==> src/rtl/serial_rx_ctrl.sv <==
// Asynchronous serial receive controller with a one-entry valid/ready output buffer.
// Define SERIAL_RX_PARITY_EN to add an even-parity bit between the data bits and the stop bit.
module serial_rx_ctrl #(
    parameter int unsigned CLKS_PER_BIT = 651,
    parameter int unsigned DATA_BITS    = 8
) (
    input  logic                 m_clock,
    input  logic                 p_reset,
    input  logic                 RDX,
    output logic [DATA_BITS-1:0] rx_data,
    output logic                 rx_valid,
    input  logic                 rx_ready,
    output logic                 busy,
    output logic                 frame_err,
    output logic                 overrun,
`ifdef SERIAL_RX_PARITY_EN
    output logic                 parity_err,
`endif
    input  logic                 err_clr
);

    localparam int unsigned CW = $clog2(CLKS_PER_BIT);
    localparam int unsigned NW = $clog2(DATA_BITS);

    localparam logic [CW-1:0] CNT_HALF  = CW'(CLKS_PER_BIT / 2 - 1);
    localparam logic [CW-1:0] CNT_FULL  = CW'(CLKS_PER_BIT - 1);
    localparam logic [NW-1:0] NBIT_LAST = NW'(DATA_BITS - 1);

    typedef enum logic [2:0] {
        StIdle,
        StStart,
        StData,
        StStop
`ifdef SERIAL_RX_PARITY_EN
        , StParity
`endif
    } state_e;

    state_e               state_q, state_d;
    logic                 rx_meta_q, rxs_q, rxs_prev_q;
    logic [CW-1:0]        cnt_q, cnt_d;
    logic [NW-1:0]        nbit_q, nbit_d;
    logic [DATA_BITS-1:0] shift_q, shift_d;
    logic                 deliver_q, deliver_d;
    logic [DATA_BITS-1:0] rx_data_q, rx_data_d;
    logic                 rx_valid_q, rx_valid_d;
    logic                 frame_err_q, frame_err_d;
    logic                 overrun_q, overrun_d;
    logic                 set_frame, set_overrun;
    logic                 start_det;
`ifdef SERIAL_RX_PARITY_EN
    logic                 par_bad_q, par_bad_d;
    logic                 parity_err_q, parity_err_d;
    logic                 set_parity;
`endif

    assign start_det = ~rxs_q & rxs_prev_q;

    always_comb begin
        state_d   = state_q;
        cnt_d     = cnt_q + 1'b1;
        nbit_d    = nbit_q;
        shift_d   = shift_q;
        deliver_d = 1'b0;
        set_frame = 1'b0;
`ifdef SERIAL_RX_PARITY_EN
        par_bad_d  = par_bad_q;
        set_parity = 1'b0;
`endif
        unique case (state_q)
            StIdle: begin
                if (start_det) begin
                    state_d = StStart;
                end
            end
            StStart: begin
                // A line back high at mid start bit is a glitch, not a frame.
                if (cnt_q == CNT_HALF) begin
                    state_d = rxs_q ? StIdle : StData;
                    nbit_d  = '0;
                end
            end
            StData: begin
                if (cnt_q == CNT_FULL) begin
                    shift_d = {rxs_q, shift_q[DATA_BITS-1:1]};
                    nbit_d  = nbit_q + 1'b1;
                    cnt_d   = '0;
                    if (nbit_q == NBIT_LAST) begin
`ifdef SERIAL_RX_PARITY_EN
                        state_d = StParity;
`else
                        state_d = StStop;
`endif
                    end
                end
            end
`ifdef SERIAL_RX_PARITY_EN
            StParity: begin
                if (cnt_q == CNT_FULL) begin
                    par_bad_d  = ^{shift_q, rxs_q};
                    set_parity = par_bad_d;
                    state_d    = StStop;
                end
            end
`endif
            StStop: begin
                if (cnt_q == CNT_FULL) begin
                    state_d = StIdle;
                    if (rxs_q) begin
`ifdef SERIAL_RX_PARITY_EN
                        deliver_d = ~par_bad_q;
`else
                        deliver_d = 1'b1;
`endif
                    end else begin
                        set_frame = 1'b1;
                    end
                end
            end
            default: state_d = StIdle;
        endcase
        if (state_d != state_q) begin
            cnt_d = '0;
        end
    end

    // Output buffer: a delivery into a full, unconsumed buffer is dropped.
    always_comb begin
        rx_data_d   = rx_data_q;
        rx_valid_d  = rx_valid_q & ~rx_ready;
        set_overrun = 1'b0;
        if (deliver_q) begin
            if (!rx_valid_q || rx_ready) begin
                rx_data_d  = shift_q;
                rx_valid_d = 1'b1;
            end else begin
                set_overrun = 1'b1;
            end
        end
        frame_err_d = set_frame | (frame_err_q & ~err_clr);
        overrun_d   = set_overrun | (overrun_q & ~err_clr);
`ifdef SERIAL_RX_PARITY_EN
        parity_err_d = set_parity | (parity_err_q & ~err_clr);
`endif
    end

    always_ff @(posedge m_clock) begin
        if (p_reset) begin
            rx_meta_q   <= 1'b1;
            rxs_q       <= 1'b1;
            rxs_prev_q  <= 1'b1;
            state_q     <= StIdle;
            cnt_q       <= '0;
            nbit_q      <= '0;
            shift_q     <= '0;
            deliver_q   <= 1'b0;
            rx_data_q   <= '0;
            rx_valid_q  <= 1'b0;
            frame_err_q <= 1'b0;
            overrun_q   <= 1'b0;
`ifdef SERIAL_RX_PARITY_EN
            par_bad_q    <= 1'b0;
            parity_err_q <= 1'b0;
`endif
        end else begin
            rx_meta_q   <= RDX;
            rxs_q       <= rx_meta_q;
            rxs_prev_q  <= rxs_q;
            state_q     <= state_d;
            cnt_q       <= cnt_d;
            nbit_q      <= nbit_d;
            shift_q     <= shift_d;
            deliver_q   <= deliver_d;
            rx_data_q   <= rx_data_d;
            rx_valid_q  <= rx_valid_d;
            frame_err_q <= frame_err_d;
            overrun_q   <= overrun_d;
`ifdef SERIAL_RX_PARITY_EN
            par_bad_q    <= par_bad_d;
            parity_err_q <= parity_err_d;
`endif
        end
    end

    assign rx_data   = rx_data_q;
    assign rx_valid  = rx_valid_q;
    assign busy      = (state_q != StIdle);
    assign frame_err = frame_err_q;
    assign overrun   = overrun_q;
`ifdef SERIAL_RX_PARITY_EN
    assign parity_err = parity_err_q;
`endif

endmodule

==> config.mk <==
export PLATFORM = sky130hd
export DESIGN_NAME = serial_rx_ctrl
export DESIGN_NICKNAME = d
export VERILOG_FILES = /design/src/rtl/serial_rx_ctrl.sv
export SDC_FILE = /design/constraint.sdc
export NUM_CORES = 1
export LEC_CHECK = 0
export ABC_AREA = 0
export ABC_CLOCK_PERIOD_IN_PS = 1950
export CAP_MARGIN = 20
export CORE_AREA = 2 2 59 61
export DETAILED_ROUTE_END_ITERATION = 16
export DIE_AREA = 0 0 61 63
export PLACE_DENSITY = 0.8
export SYNTH_ARGS = -nofsm -noshare
export SYNTH_HDL_FRONTEND = slang
export SYNTH_SLANG_ARGS = --single-unit
==> constraint.sdc <==
create_clock -name m_clock -period 1.95 [get_ports m_clock]
set_input_delay 0.585 -clock m_clock [delete_from_list [all_inputs] [get_ports m_clock]]
set_output_delay 0.585 -clock m_clock [all_outputs]
set_load 0.02 [all_outputs]
# Word-level counts from Yosys, hierarchy flattened
# Cells that the tools add are included.
[op_classes] add_sub_neg=2 n_eq_ne=9 muxes=20 bitwise_logic=11 n_reduce_logical=10
[op_table] cell="$mux 3" count=7
[op_table] cell="$mux 10" count=2
[op_table] cell="$pmux 3 s4" count=1
[op_table] cell="$add 10x1->10 const B" count=1
[op_table] cell="$eq 10x10->1 const B" count=1
[op_table] cell="$eq 10x9->1 const B" count=1
[op_table] cell="$mux 1" count=8
[op_table] cell="$eq 3x2->1 const B" count=2
[op_table] cell="$pmux 3 s2" count=1
[op_table] cell="$not 1->1" count=5
[op_table] cell="$and 1x1->1" count=4
[op_table] cell="$ne 2x2->1 const B" count=2
[op_table] cell="$reduce_and 2->1" count=2
[op_table] cell="$add 3x1->3 const B" count=1
[op_table] cell="$eq 3x1->1 const B" count=1
[op_table] cell="$eq 3x3->1 const B" count=1
[op_table] cell="$logic_not 3->1" count=1
[op_table] cell="$ne 3x3->1" count=1
[op_table] cell="$reduce_and 3->1" count=1
[op_table] cell="$reduce_bool 3->1" count=1
[op_table] cell="$reduce_or 3->1" count=1
[op_table] cell="$mux 2" count=1
[op_table] cell="$or 1x1->1" count=2
[op_table] cell="$reduce_bool 2->1" count=1
[op_table] cell="other kinds (3)" count=3
[totals] ff_bits=39 in_bits=5 out_inout_bits=12 elab_cells=64

# Logic depth before layout (Yosys ltp)
[logic_depth] ltp_word=6 mapped_depth=7 depth_no_buf=6

# Least setup slack after synthesis
# OpenSTA, ideal clock, no wires.
[synth_path] path_type="register -> register" from="register cnt_q[0]" to="register shift_q[1]" arrival_time_ns=1.362 t_required_ns=1.822 path_slack_ns=0.461 path_stages_with_launch=8 path_buffers=1 path_cell_list="dfxtp_1 > inv_1 > ha_1 > and4bb_2 > nand4_2 > buf_4 > mux2i_1 > nor2_1"
[synth_between] elab_chain_len=2
[synth_lines] element="start: declaration" line="41" text="logic [CW-1:0] cnt_q, cnt_d;"
[synth_lines] element="start signal: assignment" line="170" text="cnt_q <= cnt_d;"
[synth_lines] element="$eq 10x10->1" line="84" text="if (cnt_q == CNT_FULL) begin"
[synth_lines] element="$reduce_and 2->1 (no line)"
[synth_lines] element="end signal: assignment" line="172" text="shift_q <= shift_d;"
[synth_lines] element="end: declaration" line="43" text="logic [DATA_BITS-1:0] shift_q, shift_d;"
# Every way passes these cells.
# A chain may end at the register's enable or synchronous reset.

# Final worst setup path
[layout_path] from="register rx_data_q[4], in the netlist rx_data[4]" to="output port rx_data[4]"
[layout_lines] element="start: declaration" line="45" text="logic [DATA_BITS-1:0] rx_data_q, rx_data_d;"
[layout_lines] element="start signal: assignment" line="174" text="rx_data_q <= rx_data_d;"
[layout_lines] element="end: declaration" line="10" text="output logic [DATA_BITS-1:0] rx_data,"
# No word-level cell between the ends.

==> key figures <==
STA
  • Hold Vio Cnt, Final: 0
  • Period utilisation layout: 96.0%
  • Clock skew after layout: 0.0107 ns
  • Highest Clock Rate: 534 MHz
  • Max-slew violations: 0
  • Setup violations, final: 0
  • RSZ-0062 raised after global routing: no
  • Final setup TNS: 0 ns
  • Fin crit period: around 1.9 ns

Floorplan
  • Core Area: 3230 µm²
  • Die Footprint: 3840 µm²
  • Initial Util: 52.5%
  • Row cnt: 21
  • Die X: 61 µm
  • Die Ht: between 60 and 70 µm
  • Io pins: 17

Setup path
  • Crit path depth: 1
  • Required @ worst endpoint: 1.36 ns
  • Crit path arrival time: 1.29 ns
  • R2R Setup Slk: between 0.2 and 0.3 ns
  • Critical path's top delay family: buffers and inverters
  • R2R Path End: shift_q[2]
  • Crit path to: rx_data[4]
  • Max stage delay on crit path: 0.60 ns
  • Startpoint Class: flop
  • CP endpoint kind: output port
  • Reg2reg path depth: 7
  • Buffer and inverter count on the worst path: 1
  • Crit path launch: rx_data[4]
  • Critical Path Fanout Max: 2
  • RR Startpoint: cnt_q[0]
  • WS Path Type: reg -> out
  • CP Cell Sequence: clkdlybuf4s50_1
  • Worst path slowest cell: clkdlybuf4s50_1

Global route
  • Tot GR Track Use: 17.8%
  • GRT overflow: 0
  • Vias in the first global route: 1228
  • Initial antenna violation count: 0
  • Pin count of the biggest net entering global routing: 26
  • First-pass GRT wire length: slightly above 5000 µm

Run status
  • Status: finished, final reports clean

Power
  • Final Power: 0.00124 W
  • Clock power share: between 30% and 40%
  • Leak Pwr: 0.864 nW
  • Pwr Density: approximately 620 nW/µm²
  • Pint: 0.000966 W
  • Share of total power in combinational logic: 4.0%
  • Seq pwr share: 64.9%
  • Switching Share: 22.4%
  • Peak supply drop: 400 µV
  • Net switching power figure: 0.000279 W

Yosys
  • Syn avg cell area: 9.53 µm²
  • Synth Net Count: 188
  • Area share of the largest cell type after synthesis: 46.0%
  • Flops & latches, synth: 39
  • Seq/Total Area, Yosys: 46.0%
  • Yosys top cell by area: dfxtp_1
  • Post-synth EDFFs: 0
  • Count leader, synth: dfxtp_1
  • Synth cell types: 44
  • Top post-synthesis cells by count: dfxtp_1, nor2_1, mux2i_1, a21oi_1
  • Syn. warnings: 0
  • Ys flop type: dfxtp_1
  • Post-Syn Area: 1700 µm²
  • Top cells by area, synth: dfxtp_1, mux2i_1, nor2_1, ha_1, a21oi_1
  • Mapped Cells: 178
  • Fraction of registers with async set/reset: 0%

Clocking
  • Clk buf depth: 2
  • Clock transition at the registers of the reported paths: 0.11 ns
  • Sink Count: 39
  • Clk_lat worst skew: 0.35 ns
  • TritonCTS clock tree: done
  • # hold bufs at CTS: 0
  • Root Driver: clkbuf_4
  • H-tree levels: 2
  • Inserted Clock Buffers: 5

Drt
  • Via count: 1273
  • DR WL/cell: 11.8 µm
  • Vias per cell: 5.15
  • DR pass1 iterations: 4
  • DRC: 0
  • Post-route ant nets: 0
  • Detailed Route Iter0 Violations: 60
  • Routed WL: 2930 µm

Cells and area
  • Ant diodes: 0
  • Ratio of cells with drive above 1 in the final layout: 13.9%
  • Area Growth Syn to Fin: 17.4%
  • Layout Nets: 210

Placement
  • GP Congestion: 0.840
  • HPWL Detailed: 2140 µm
  • Port-buffer cells: 16

Job
  • Max-cap violations: 0

Hold path
  • Worst Hold Class: reg -> reg
-- repair_timing --
action / 4_1_cts / 5_1_grt
endpoints found under the setup margin: 1 / 3
gates resized for setup: 2 / 3
buffers inserted: 0 / 0
-- stage by stage --
step / setup WS (ns) / hold WS, ns / cell area [µm²] / cells / utilization, %
final: 0.0787 / 0.430 / 1990 / 247 / 61.6
after global routing: 0.00234 / 0.450 / 1990 / 247 / 61.6
after CTS: 0.0198 / 0.433 / 1990 / 247 / 61.6
after detailed placement: 0.0734 / 0.406 / 1940 / 239 / 60.1
after global placement: 0.0710 / 0.397 / 1940 / 239 / 60.1
after floorplan: 0.461 / 0.389 / 1700 / 178 / -
-- metal layers --
| layer | wire (µm) | global-route usage, % | part of all wire [%] |
|---|---|---|---|
| met2 | 1360 | 27.0 | 46 |
| met5 | 0 | 0 | 0 |
| met3 | 147 | 7.45 | 5.0 |
| met4 | 72 | 8.70 | 2.5 |
| met1 | 1350 | 21.1 | 46 |
-- kinds of logic after synthesis --
family	synth area share, %
buf+inv	3.10
fa+ha+maj	3.69
simple gates	27.9
flops	46.0
mux	9.44
compound gates	5.97
xor+xnor	3.61
other cells	0.221
-- power groups by stage --
stage	Sequential [W]	Clock [W]	Combinational [W]
after global routing	0.000809	0.000442	0.0000545
after global placement	0.000825	0	0.0000492
after detailed placement	0.000826	0	0.0000504
after CTS	0.000808	0.000404	0.0000500
after floorplan	0.000824	0	0.0000296
final	0.000808	0.000387	0.0000494
-- flip-flops by register name, indices dropped and copies added (netlist names) --
register,count
rx_data,8
rxs_q,1
frame_err,1
deliver_q,1
shift_q,8
cnt_q,10
nbit_q,3
overrun,1
state_q,3
rx_valid,1
rx_meta_q,1
rxs_prev_q,1
-- worst min path at each step --
stage,cells past startpoint,end,startpoint,slack (ns)
2_1_floorplan,1,rxs_q,rx_meta_q,0.39
3_3_place_gp,1,rxs_q,rx_meta_q,0.40
3_5_place_dp,1,rxs_q,rx_meta_q,0.41
4_1_cts,1,rxs_q,rx_meta_q,0.43
5_1_grt,1,rxs_q,rx_meta_q,0.45
6_report,1,rxs_q,rx_meta_q,0.43
-- placed cells by master (no fill, tap or decap), types with 2 or more instances in the layout --
cell type / n
clkbuf_1: 2
dlymetal6s2s_1: 2
nand4_1: 3
ha_1: 5
nand2_1: 6
a21oi_1: 8
nand2b_1: 3
buf_4: 6
nand3_1: 5
nor2_1: 31
clkbuf_4: 5
a31oi_1: 2
nor3b_1: 2
nor3_1: 3
xor2_1: 4
or3_1: 2
inv_1: 4
or2_2: 6
nor3b_2: 2
nor2b_1: 4
dfxtp_1: 39
mux2i_1: 16
nor4_1: 2
xnor2_1: 3
clkdlybuf4s50_1: 13
-- cell type report --
class,count,area [µm²]
Multi-Input combinational cell,127,863
Clock buffer,7,45.0
Clock inverter,1,5.00
Tap cell,46,57.6
Fill cell,291,1240
Sequential cell,39,781
Timing Repair Buffer,23,225
Inverter,4,15.0
(Power assumes the default switching activity.)
